`config.mk`:
```
export PLATFORM = sky130hd
export DESIGN_NAME = unidade_controle_mc_flat
export DESIGN_NICKNAME = d
export VERILOG_FILES = /design/src/rtl/unidade_controle_mc_if.sv /design/src/rtl/unidade_controle_mc.sv /design/src/flat_wrapper.sv
export SDC_FILE = /design/constraint.sdc
export NUM_CORES = 1
export LEC_CHECK = 0
export ABC_AREA = 1
export CAP_MARGIN = 15
export CORE_MARGIN = 2
export CORE_UTILIZATION = 25
export CTS_CLUSTER_DIAMETER = 30
export CTS_CLUSTER_SIZE = 20
export DETAILED_ROUTE_END_ITERATION = 16
export PLACE_DENSITY = 0.49
export SYNTH_ARGS = -nofsm -noshare
export SYNTH_HDL_FRONTEND = slang
export SYNTH_SLANG_ARGS = --single-unit
```
`constraint.sdc`:
```
create_clock -name clk -period 3.9 [get_ports clk]
set_clock_uncertainty 0.2 [all_clocks]
set_input_delay 0.78 -clock clk [delete_from_list [all_inputs] [get_ports clk]]
set_output_delay 0.78 -clock clk [all_outputs]
set_load 0.005 [all_outputs]
```
`src/rtl/unidade_controle_mc_if.sv`:
```
// Control bundle between the multicycle main controller and the datapath/memory.
// The controller drives the datapath selects and strobes and reads IR opcode, the ALU zero flag and mem_ready.
// Memory handshake: MemRead/MemWrite together with IorD are held stable until the cycle
// in which mem_ready is 1; that cycle completes the access, and mem_ready is ignored in any other cycle.
interface unidade_controle_mc_if #(
  parameter int OPW = 6
);
  logic [OPW-1:0] opcode;
  logic           zero;
  logic           mem_ready;
  logic [3:0]     ULAop;
  logic           ULASrcA;
  logic [1:0]     ULASrcB;
  logic           IorD;
  logic           MemRead;
  logic           MemWrite;
  logic           IRWrite;
  logic           RegDst;
  logic           MemToReg;
  logic           RegWrite;
  logic           PCWrite;
  logic [1:0]     PCSrc;

  modport master (
    input  opcode, zero, mem_ready,
    output ULAop, ULASrcA, ULASrcB, IorD, MemRead, MemWrite, IRWrite,
           RegDst, MemToReg, RegWrite, PCWrite, PCSrc
  );

  modport slave (
    output opcode, zero, mem_ready,
    input  ULAop, ULASrcA, ULASrcB, IorD, MemRead, MemWrite, IRWrite,
           RegDst, MemToReg, RegWrite, PCWrite, PCSrc
  );
endinterface

```
`src/rtl/unidade_controle_mc.sv`:
```
// Multicycle main control FSM: fetch/decode/execute/memory/write-back sequencing,
// memory ready handshake, sticky illegal-opcode flag and retired-instruction counter.
module unidade_controle_mc #(
  parameter int OPW  = 6,
  parameter int CNTW = 32
) (
  input  logic                  clk,
  input  logic                  reset,
  unidade_controle_mc_if.master bus,
  output logic                  halted,
  output logic                  illegal,
  output logic [CNTW-1:0]       instr_count,
  output logic [3:0]            dbg_state
);

  localparam logic [OPW-1:0] OP_R    = OPW'(6'b000000);
  localparam logic [OPW-1:0] OP_LW   = OPW'(6'b100011);
  localparam logic [OPW-1:0] OP_SW   = OPW'(6'b101011);
  localparam logic [OPW-1:0] OP_BEQ  = OPW'(6'b000100);
  localparam logic [OPW-1:0] OP_BNE  = OPW'(6'b000101);
  localparam logic [OPW-1:0] OP_ADDI = OPW'(6'b001000);
  localparam logic [OPW-1:0] OP_ANDI = OPW'(6'b001100);
  localparam logic [OPW-1:0] OP_ORI  = OPW'(6'b001101);
  localparam logic [OPW-1:0] OP_SLTI = OPW'(6'b001010);
  localparam logic [OPW-1:0] OP_LUI  = OPW'(6'b001111);
  localparam logic [OPW-1:0] OP_J    = OPW'(6'b000010);
  localparam logic [OPW-1:0] OP_HALT = OPW'(6'b111111);

  typedef enum logic [3:0] {
    S_FETCH     = 4'd0,
    S_DECODE    = 4'd1,
    S_MEM_ADDR  = 4'd2,
    S_MEM_READ  = 4'd3,
    S_MEM_WB    = 4'd4,
    S_MEM_WRITE = 4'd5,
    S_EXEC_R    = 4'd6,
    S_R_WB      = 4'd7,
    S_EXEC_I    = 4'd8,
    S_I_WB      = 4'd9,
    S_BRANCH    = 4'd10,
    S_JUMP      = 4'd11,
    S_HALT      = 4'd12
  } state_t;

  state_t          state_q, state_d;
  logic            illegal_q, illegal_d;
  logic [CNTW-1:0] cnt_q, cnt_d;
  logic            retire;

  always_ff @(posedge clk or posedge reset) begin
    if (reset) begin
      state_q   <= S_FETCH;
      illegal_q <= 1'b0;
      cnt_q     <= '0;
    end else begin
      state_q   <= state_d;
      illegal_q <= illegal_d;
      cnt_q     <= cnt_d;
    end
  end

  always_comb begin
    state_d   = state_q;
    illegal_d = illegal_q;
    retire    = 1'b0;
    case (state_q)
      S_FETCH:     if (bus.mem_ready) state_d = S_DECODE;
      S_DECODE: begin
        case (bus.opcode)
          OP_LW, OP_SW:                              state_d = S_MEM_ADDR;
          OP_R:                                      state_d = S_EXEC_R;
          OP_ADDI, OP_ANDI, OP_ORI, OP_SLTI, OP_LUI: state_d = S_EXEC_I;
          OP_BEQ, OP_BNE:                            state_d = S_BRANCH;
          OP_J:                                      state_d = S_JUMP;
          OP_HALT:                                   state_d = S_HALT;
          default: begin
            state_d   = S_HALT;
            illegal_d = 1'b1;
          end
        endcase
      end
      S_MEM_ADDR:  state_d = (bus.opcode == OP_SW) ? S_MEM_WRITE : S_MEM_READ;
      S_MEM_READ:  if (bus.mem_ready) state_d = S_MEM_WB;
      S_MEM_WRITE: begin
        if (bus.mem_ready) begin
          state_d = S_FETCH;
          retire  = 1'b1;
        end
      end
      S_EXEC_R:    state_d = S_R_WB;
      S_EXEC_I:    state_d = S_I_WB;
      S_MEM_WB, S_R_WB, S_I_WB, S_BRANCH, S_JUMP: begin
        state_d = S_FETCH;
        retire  = 1'b1;
      end
      S_HALT:      state_d = S_HALT;
      default:     state_d = S_FETCH;
    endcase
    cnt_d = retire ? cnt_q + CNTW'(1) : cnt_q;
  end

  // Outputs are forced to their idle values while reset is held, so an aborted
  // instruction can never write the register file or PC in the reset cycle.
  always_comb begin
    bus.ULAop    = 4'b0000;
    bus.ULASrcA  = 1'b0;
    bus.ULASrcB  = 2'd0;
    bus.IorD     = 1'b0;
    bus.MemRead  = 1'b0;
    bus.MemWrite = 1'b0;
    bus.IRWrite  = 1'b0;
    bus.RegDst   = 1'b0;
    bus.MemToReg = 1'b0;
    bus.RegWrite = 1'b0;
    bus.PCWrite  = 1'b0;
    bus.PCSrc    = 2'd0;
    halted       = 1'b0;
    if (!reset) begin
      case (state_q)
        S_FETCH: begin
          bus.MemRead = 1'b1;
          bus.ULASrcB = 2'd1;
          bus.IRWrite = bus.mem_ready;
          bus.PCWrite = bus.mem_ready;
        end
        S_DECODE:    bus.ULASrcB = 2'd3;
        S_MEM_ADDR: begin
          bus.ULASrcA = 1'b1;
          bus.ULASrcB = 2'd2;
        end
        S_MEM_READ: begin
          bus.MemRead = 1'b1;
          bus.IorD    = 1'b1;
        end
        S_MEM_WB: begin
          bus.RegWrite = 1'b1;
          bus.MemToReg = 1'b1;
        end
        S_MEM_WRITE: begin
          bus.MemWrite = 1'b1;
          bus.IorD     = 1'b1;
        end
        S_EXEC_R: begin
          bus.ULASrcA = 1'b1;
          bus.ULAop   = 4'b0010;
        end
        S_R_WB: begin
          bus.RegWrite = 1'b1;
          bus.RegDst   = 1'b1;
        end
        S_EXEC_I: begin
          bus.ULASrcA = 1'b1;
          bus.ULASrcB = 2'd2;
          case (bus.opcode)
            OP_ANDI: bus.ULAop = 4'b0011;
            OP_ORI:  bus.ULAop = 4'b0100;
            OP_SLTI: bus.ULAop = 4'b0101;
            OP_LUI:  bus.ULAop = 4'b0110;
            default: bus.ULAop = 4'b0000;
          endcase
        end
        S_I_WB:      bus.RegWrite = 1'b1;
        S_BRANCH: begin
          bus.ULASrcA = 1'b1;
          bus.ULAop   = 4'b0001;
          bus.PCSrc   = 2'd1;
          bus.PCWrite = ((bus.opcode == OP_BEQ) &&  bus.zero) ||
                        ((bus.opcode == OP_BNE) && !bus.zero);
        end
        S_JUMP: begin
          bus.PCWrite = 1'b1;
          bus.PCSrc   = 2'd2;
        end
        S_HALT:      halted = 1'b1;
        default: ;
      endcase
    end
  end

  assign illegal     = illegal_q;
  assign instr_count = cnt_q;
  assign dbg_state   = state_q;

endmodule
```
`src/flat_wrapper.sv`:
```
// flat-port wrapper written by rule: the top's interface ports become plain ports
module unidade_controle_mc_flat 
#(
  parameter int OPW  = 6,
  parameter int CNTW = 32
)
  (clk, reset, halted, illegal, instr_count, dbg_state, bus_opcode, bus_zero, bus_mem_ready, bus_ULAop, bus_ULASrcA, bus_ULASrcB, bus_IorD, bus_MemRead, bus_MemWrite, bus_IRWrite, bus_RegDst, bus_MemToReg, bus_RegWrite, bus_PCWrite, bus_PCSrc);
  unidade_controle_mc_if #(.OPW(OPW)) bus_i ();
  input  logic clk;
  input  logic reset;
  output logic halted;
  output logic illegal;
  output logic [CNTW-1:0] instr_count;
  output logic [3:0] dbg_state;
  input wire logic [$bits(bus_i.opcode)-1:0] bus_opcode;
  input wire logic [$bits(bus_i.zero)-1:0] bus_zero;
  input wire logic [$bits(bus_i.mem_ready)-1:0] bus_mem_ready;
  output wire logic [$bits(bus_i.ULAop)-1:0] bus_ULAop;
  output wire logic [$bits(bus_i.ULASrcA)-1:0] bus_ULASrcA;
  output wire logic [$bits(bus_i.ULASrcB)-1:0] bus_ULASrcB;
  output wire logic [$bits(bus_i.IorD)-1:0] bus_IorD;
  output wire logic [$bits(bus_i.MemRead)-1:0] bus_MemRead;
  output wire logic [$bits(bus_i.MemWrite)-1:0] bus_MemWrite;
  output wire logic [$bits(bus_i.IRWrite)-1:0] bus_IRWrite;
  output wire logic [$bits(bus_i.RegDst)-1:0] bus_RegDst;
  output wire logic [$bits(bus_i.MemToReg)-1:0] bus_MemToReg;
  output wire logic [$bits(bus_i.RegWrite)-1:0] bus_RegWrite;
  output wire logic [$bits(bus_i.PCWrite)-1:0] bus_PCWrite;
  output wire logic [$bits(bus_i.PCSrc)-1:0] bus_PCSrc;
  assign bus_i.opcode = bus_opcode;
  assign bus_i.zero = bus_zero;
  assign bus_i.mem_ready = bus_mem_ready;
  assign bus_ULAop = bus_i.ULAop;
  assign bus_ULASrcA = bus_i.ULASrcA;
  assign bus_ULASrcB = bus_i.ULASrcB;
  assign bus_IorD = bus_i.IorD;
  assign bus_MemRead = bus_i.MemRead;
  assign bus_MemWrite = bus_i.MemWrite;
  assign bus_IRWrite = bus_i.IRWrite;
  assign bus_RegDst = bus_i.RegDst;
  assign bus_MemToReg = bus_i.MemToReg;
  assign bus_RegWrite = bus_i.RegWrite;
  assign bus_PCWrite = bus_i.PCWrite;
  assign bus_PCSrc = bus_i.PCSrc;
  unidade_controle_mc #(.OPW(OPW), .CNTW(CNTW)) u_core (.clk(clk), .reset(reset), .bus(bus_i), .halted(halted), .illegal(illegal), .instr_count(instr_count), .dbg_state(dbg_state));
endmodule
```
After elaboration in Yosys (flattened, before gate mapping)
Index checks and enable logic that the tools add are counted.
- bits of input ports: 10
- RAM bits: 0
- latch bits: 0
- memory bits (read-only): 0
- output and inout bits: 55
- bits in registers: 37
- word-level logic and storage cells: 84
- memories: 0
- div/mod/pow operators: 0
- multipliers: 0
- bitwise logic cells: 1
- magnitude comparators: 0
- reduce and logical (&&, ||, !) cells: 18
- add/subtract/negate cells: 1
- muxes and demuxes: 35
- shift operators: 0
- equality and inequality tests: 26
- operator list (operator ; number):
    adder 32 x 1 -> 32 bit (second input constant) ; 1
    one-hot mux 4 bit (8 select lines) ; 1
    == test 6 x 4 -> 1 bit (second input constant) ; 5
    == test 4 bit (second input constant) ; 5
    two-way mux 1 bit ; 20
    one-hot mux 4 bit (5 select lines) ; 1
    == test 6 bit (second input constant) ; 3
    == test 4 x 3 -> 1 bit (second input constant) ; 4
    two-way mux 4 bit ; 4
    == test 6 x 3 -> 1 bit (second input constant) ; 2
    one-hot mux 3 bit (4 select lines) ; 1
    one-hot mux 4 bit (3 select lines) ; 1
    OR reduction 12 bit ; 1
    OR reduction 2 bit ; 5
    OR reduction 5 bit ; 2
    == test 4 x 2 -> 1 bit (second input constant) ; 2
    == test 6 x 2 -> 1 bit (second input constant) ; 1
    zero test 6 bit ; 1
    != test 2 bit (second input constant) ; 3
    one-hot mux 2 bit (3 select lines) ; 1
    == test 4 x 1 -> 1 bit (second input constant) ; 1
    zero test 4 bit ; 1
    two-way mux 2 bit ; 2
    one-hot mux 2 bit (2 select lines) ; 1
    11 further kinds ; 12

Longest topological paths before layout
- depth after elaboration: 5
- mapped depth: 12
- gate-level depth less buffers: 12

Least setup slack after synthesis
Ideal clock, no wire load.
- kind: input -> output
- start point: input reset
- end point: output bus_ULAop[0]
- arrival time: 2.032 ns
- buffers on the path: 0
- setup slack: 0.888 ns
- data required time: 2.920 ns
- stages: 4
- cell sequence: inv_1 nand3_1 a21oi_1 or2_2
- cells in the longest elaborated chain, start to end: 1
- ends and longest elaborated chain (item ; RTL line ; source):
    from (decl) ; flat_wrapper.sv:10 ; input logic reset;
    two-way mux 4 bit ; unidade_controle_mc.sv:118 ; if (!reset) begin
    to (decl) ; flat_wrapper.sv:18 ; output wire logic [$bits(bus_i.ULAop)-1:0] bus_ULAop;
Every way passes these cells.

Worst setup path after layout
- start point: input bus_opcode[5]
- end point: output bus_ULAop[1]
- cells in the longest elaborated chain, start to end: 4
- elaborated cells on any way between the ends: 7
- classes of those cells: 4 x eq/ne; 3 x mux
- ends and longest elaborated chain (item ; RTL line ; source):
    from (decl) ; flat_wrapper.sv:15 ; input wire logic [$bits(bus_i.opcode)-1:0] bus_opcode;
    == test 6 x 4 -> 1 bit ; unidade_controle_mc.sv:154 ; case (bus.opcode)
    one-hot mux 3 bit (4 select lines) * ; unidade_controle_mc.sv:154 ;
    one-hot mux 4 bit (3 select lines) * ; unidade_controle_mc.sv:119 ; case (state_q)
    two-way mux 4 bit * ; unidade_controle_mc.sv:118 ;
Mark *: on every way between the ends. The rest lies on a longest branch, timed or not.

==> flow_summary.html <==
<table>
<tr><th>Metric</th><th>Value</th></tr>
<tr><th colspan="2">Critical path</th></tr>
<tr><td>Combined buffer and inverter count along the critical path</td><td>3</td></tr>
<tr><td>Critical path type</td><td>in2out</td></tr>
<tr><td>Critical path, cell by cell</td><td>clkdlybuf4s50_1 &gt; nor2_1 &gt; nand2_1 &gt; inv_1 &gt; nand2_1 &gt; a311oi_1 &gt; clkdlybuf4s50_1</td></tr>
<tr><td>Standard cell with the maximum stage delay on the critical path</td><td>sky130_fd_sc_hd__clkdlybuf4s50_1</td></tr>
<tr><td>Type of destination of the critical path</td><td>primary output</td></tr>
<tr><td>Worst path arrival time</td><td>2.62 ns</td></tr>
<tr><td>Dominant delay contributor by cell family on the critical path</td><td>buffers and inverters</td></tr>
<tr><td>Setup crit start kind</td><td>input pin</td></tr>
<tr><td>Worst endpoint required time</td><td>around 2.9 ns</td></tr>
<tr><td>Worst Path Max Fanout</td><td>7</td></tr>
<tr><td>Worst path max stage delay</td><td>between 0.5 and 0.6 ns</td></tr>
<tr><th colspan="2">Logic synthesis</th></tr>
<tr><td>Synthesized cell area</td><td>2580 µm²</td></tr>
<tr><td>Leading area contributor after synthesis</td><td>sky130_fd_sc_hd__dfrtp_1</td></tr>
<tr><td>Number of cells produced by synthesis</td><td>about 380</td></tr>
<tr><td>Post-synthesis area per instance</td><td>roughly 6.8 µm²</td></tr>
<tr><td>Syn Nets</td><td>between 300 and 400</td></tr>
<tr><td>Yosys warning count</td><td>0</td></tr>
<tr><td>Number of distinct library cell variants in the gate-level netlist after synthesis</td><td>38</td></tr>
<tr><td>Fraction of synthesized cell area taken by the top area cell type</td><td>0.358</td></tr>
<tr><td>Seq cells post-synth</td><td>37</td></tr>
<tr><td>Top cells by area in the synthesized netlist</td><td>sky130_fd_sc_hd__dfrtp_1, sky130_fd_sc_hd__nand2_1, sky130_fd_sc_hd__nor2_1, sky130_fd_sc_hd__inv_1, sky130_fd_sc_hd__xor2_1</td></tr>
<tr><td>Post-synthesis sequential area ratio</td><td>0.358</td></tr>
<tr><th colspan="2">Run status</th></tr>
<tr><td>Status</td><td>finished, final reports clean</td></tr>
<tr><th colspan="2">Clocking</th></tr>
<tr><td>Number of gates resized after cts</td><td>0</td></tr>
<tr><td>Clock network latency to the later pin of the worst-skew pair</td><td>about 0.30 ns</td></tr>
<tr><td>Clock sink count</td><td>37</td></tr>
<tr><td>Number of buffers on the longest clock path</td><td>2</td></tr>
<tr><td>Cts-stage hold buffer count</td><td>0</td></tr>
<tr><td>Inserted Clock Buffers</td><td>5</td></tr>
<tr><td>CTS tree</td><td>done</td></tr>
<tr><td>Clock edge transition at the registers on the reported setup and hold paths</td><td>about 0.070 ns</td></tr>
<tr><td>Buffer count from post-CTS setup fixing</td><td>0</td></tr>
<tr><td>Max H-tree Level</td><td>2</td></tr>
<tr><td>Root buffer cell</td><td>sky130_fd_sc_hd__clkbuf_8</td></tr>
<tr><th colspan="2">Place</th></tr>
<tr><td>IO Port Bufs</td><td>63</td></tr>
<tr><td>Global placement routability congestion</td><td>between 0.8 and 0.9</td></tr>
<tr><td>HPWL after detailed placement</td><td>5.55 mm</td></tr>
<tr><th colspan="2">Drt</th></tr>
<tr><td>Via/cell ratio</td><td>around 4.3</td></tr>
<tr><td>DR pass1 iterations</td><td>4</td></tr>
<tr><td>Number of nets with antenna violations after routing</td><td>0</td></tr>
<tr><td>Remaining design rule violation count</td><td>0</td></tr>
<tr><td>Uppermost routed layer</td><td>met4</td></tr>
<tr><td>Count of routing violations after the opening detailed-route iteration</td><td>103</td></tr>
<tr><td>Met1 layer wirelength in the final routing</td><td>about 3.6 mm</td></tr>
<tr><td>Met2 WL</td><td>3.18 mm</td></tr>
<tr><td>Amount of wire on met3 after detailed routing</td><td>between 200 and 250 µm</td></tr>
<tr><td>Routed length per placed instance</td><td>between 10 and 15 µm</td></tr>
<tr><td>Via count</td><td>approximately 2500</td></tr>
<tr><td>Final wirelength</td><td>a little over 7 mm</td></tr>
<tr><th colspan="2">Timing</th></tr>
<tr><td>Hold_ws</td><td>roughly 0.28 ns</td></tr>
<tr><td>Final min period</td><td>3.60 ns</td></tr>
<tr><td>Upper clock frequency limit</td><td>278 MHz</td></tr>
<tr><td>Final Slew Violations</td><td>0</td></tr>
<tr><td>RSZ-0062 raised after global routing</td><td>no</td></tr>
<tr><td>Post-route fraction of the period consumed by the critical path</td><td>0.922</td></tr>
<tr><td>Final-layout setup total negative slack</td><td>0 ns</td></tr>
<tr><td>Setup violation total in the final timing report</td><td>0</td></tr>
<tr><td>Final hold violation count</td><td>0</td></tr>
<tr><th colspan="2">Job</th></tr>
<tr><td>Max-cap violation count</td><td>0</td></tr>
<tr><th colspan="2">Floorplan</th></tr>
<tr><td>Die width</td><td>106 µm</td></tr>
<tr><td>Starting density of the core</td><td>0.254</td></tr>
<tr><td>Num rows</td><td>37</td></tr>
<tr><td>Placeable core area</td><td>between 10000 and 15000 µm²</td></tr>
<tr><td>Num ports</td><td>65</td></tr>
<tr><td>Die span in y</td><td>between 100 and 150 µm</td></tr>
<tr><td>Total Die Area</td><td>~11000 µm²</td></tr>
<tr><th colspan="2">Final layout</th></tr>
<tr><td>Fill cell total of the finished layout</td><td>roughly 1100</td></tr>
<tr><td>Fraction of final layout cells with drive strength greater than 1</td><td>0.0580</td></tr>
<tr><td>Count of nets after finishing</td><td>460</td></tr>
<tr><td>Antenna cells</td><td>0</td></tr>
<tr><td>Area growth from synthesis to final layout</td><td>32.9%</td></tr>
<tr><th colspan="2">Worst hold path</th></tr>
<tr><td>Worst min-delay path class</td><td>reg2reg</td></tr>
<tr><th colspan="2">GRT</th></tr>
<tr><td>Global-route usage over all layers</td><td>0.129</td></tr>
<tr><td>Wire length of the first global-routing pass</td><td>11.5 mm</td></tr>
<tr><td>Via count of the first global-routing pass</td><td>about 2400</td></tr>
<tr><td>Aggregate global routing overflow</td><td>0</td></tr>
<tr><td>Maximum number of pins on one net before global-route repair</td><td>38</td></tr>
<tr><td>Initial antenna violation count</td><td>0</td></tr>
<tr><th colspan="2">Pwr</th></tr>
<tr><td>Pwr/cell area</td><td>approximately 430 nW/µm²</td></tr>
<tr><td>Worst voltage drop across the vdd grid</td><td>between 0.1 and 0.15 mV</td></tr>
<tr><td>Static leakage</td><td>approximately 1.5 nW</td></tr>
</table>
-- path summary, 6_finish.rpt --
| check | from | endpoint | slack (ns) | cells past startpoint |
|---|---|---|---|---|
| setup / recovery | bus_opcode[5] | bus_ULAop[1] | 0.30 | 7 |
| hold / removal | u_core.illegal | u_core.illegal | 0.28 | 1 |
| setup reg to reg | u_core.dbg_state[1] | u_core.instr_count[20] | 1.78 | 8 |
| hold reg to reg | u_core.illegal | u_core.illegal | 0.28 | 1 |
| max in group asynchronous | reset | u_core.instr_count[24] | 2.35 | 3 |
| min in group asynchronous | reset | u_core.instr_count[12] | 0.81 | 3 |
-- stage by stage --
step / total power [mW] / setup WS [ns] / instance area, µm² / std cells / util
finish: 1.47 / 0.303 / 3430 / 584 / 0.337
global route: 1.58 / 0.0863 / 3430 / 584 / 0.337
CTS: 1.49 / 0.289 / 3430 / 584 / 0.337
detailed placement: 1.23 / 0.290 / 3360 / 578 / 0.330
global placement: 1.23 / 0.337 / 3360 / 578 / 0.330
floorplan: 0.944 / 0.888 / 2580 / 382 / -
-- state kept, by name, summed over array words and instances, names as in the netlist --
register,cells
u_core.instr_count,32
u_core.dbg_state,4
u_core.illegal,1
-- worst register-to-register path, stage by stage (launching register included) --
cell and delay (ns):
sky130_fd_sc_hd__dfrtp_1 0.49, sky130_fd_sc_hd__nor2_2 0.24, sky130_fd_sc_hd__nand2_2 0.10, sky130_fd_sc_hd__o21ai_2 0.13
sky130_fd_sc_hd__nor2_2 0.06, sky130_fd_sc_hd__inv_2 0.32, sky130_fd_sc_hd__nand3_1 0.22, sky130_fd_sc_hd__o21ai_0 0.19
sky130_fd_sc_hd__nand2_1 0.06
-- cell families after synthesis --
kind of cell	synth area share
AO/OA/AOI/OAI	0.0605
XOR/XNOR	0.0881
adder cells (fa/ha/maj)	0.00484
buffers and inverters	0.0978
flip-flops	0.358
other	0.00145
AND/OR/NAND/NOR	0.389
-- layout make-up --
class / instances / area, µm² / area share
clock inverter: 1 / 5.00 / 0.00146
inverter: 55 / 206 / 0.0601
sequential: 37 / 926 / 0.270
clock buffer: 5 / 68.8 / 0.0200
multi-input combinational: 284 / 1410 / 0.409
timing repair buffer: 66 / 653 / 0.190
tap: 136 / 170 / 0.0495
-- cells in the mapped netlist --
cell and number:
sky130_fd_sc_hd__nand3_1 25, sky130_fd_sc_hd__nand3_2 1, sky130_fd_sc_hd__nand2_2 3, sky130_fd_sc_hd__nor2_1 55, sky130_fd_sc_hd__nor3_2 2, sky130_fd_sc_hd__nor4_1 1
sky130_fd_sc_hd__nor3_1 12, sky130_fd_sc_hd__nand3b_1 1, sky130_fd_sc_hd__nor2_4 2, sky130_fd_sc_hd__buf_6 2, sky130_fd_sc_hd__or2_2 1, sky130_fd_sc_hd__nor3b_1 2
sky130_fd_sc_hd__and2_1 1, sky130_fd_sc_hd__nand4_1 7, sky130_fd_sc_hd__a31oi_1 3, sky130_fd_sc_hd__o21bai_1 1, sky130_fd_sc_hd__a21oi_1 4, sky130_fd_sc_hd__o21ai_1 4
sky130_fd_sc_hd__and3_1 1, sky130_fd_sc_hd__o2111ai_1 1, sky130_fd_sc_hd__inv_2 1, sky130_fd_sc_hd__o41ai_1 1, sky130_fd_sc_hd__xnor2_1 10, sky130_fd_sc_hd__a21boi_0 1
sky130_fd_sc_hd__buf_2 1, sky130_fd_sc_hd__o211ai_1 1, sky130_fd_sc_hd__o21ai_2 1, sky130_fd_sc_hd__conb_1 1, sky130_fd_sc_hd__a311oi_1 1, sky130_fd_sc_hd__o21ai_0 8
sky130_fd_sc_hd__inv_1 54, sky130_fd_sc_hd__nor2_2 6, sky130_fd_sc_hd__nand2_1 110, sky130_fd_sc_hd__ha_1 1, sky130_fd_sc_hd__dfrtp_1 37, sky130_fd_sc_hd__xor2_1 16
sky130_fd_sc_hd__clkbuf_1 1, sky130_fd_sc_hd__buf_4 2
-- where the power goes --
part	internal [mW]	switching [mW]
sequential	0.451	0.107
combinational	0.288	0.369
clock	0.118	0.136
total	0.857	0.613
-- placed cells by master (no fill, tap or decap), types with 2 or more instances in the layout --
cell type and instances:
sky130_fd_sc_hd__a21oi_1 4, sky130_fd_sc_hd__a31oi_1 3, sky130_fd_sc_hd__buf_4 3, sky130_fd_sc_hd__clkbuf_8 5
sky130_fd_sc_hd__clkdlybuf4s50_1 63, sky130_fd_sc_hd__dfrtp_1 37, sky130_fd_sc_hd__inv_1 54, sky130_fd_sc_hd__nand2_1 110
sky130_fd_sc_hd__nand2_2 3, sky130_fd_sc_hd__nand3_1 25, sky130_fd_sc_hd__nand4_1 7, sky130_fd_sc_hd__nor2_1 55
sky130_fd_sc_hd__nor2_2 6, sky130_fd_sc_hd__nor2_4 2, sky130_fd_sc_hd__nor3_1 12, sky130_fd_sc_hd__nor3_2 2
sky130_fd_sc_hd__nor3b_1 2, sky130_fd_sc_hd__o21ai_0 8, sky130_fd_sc_hd__o21ai_1 4, sky130_fd_sc_hd__xnor2_1 10
sky130_fd_sc_hd__xor2_1 16
-- per-layer routing --
metal	up-vias	GRT usage
li1	1322	-
met1	1163	0.181
met2	45	0.202
met3	8	0.0210
met4	0	0.0414
met5	-	0
Note: power is estimated with default switching activity, not from simulation.
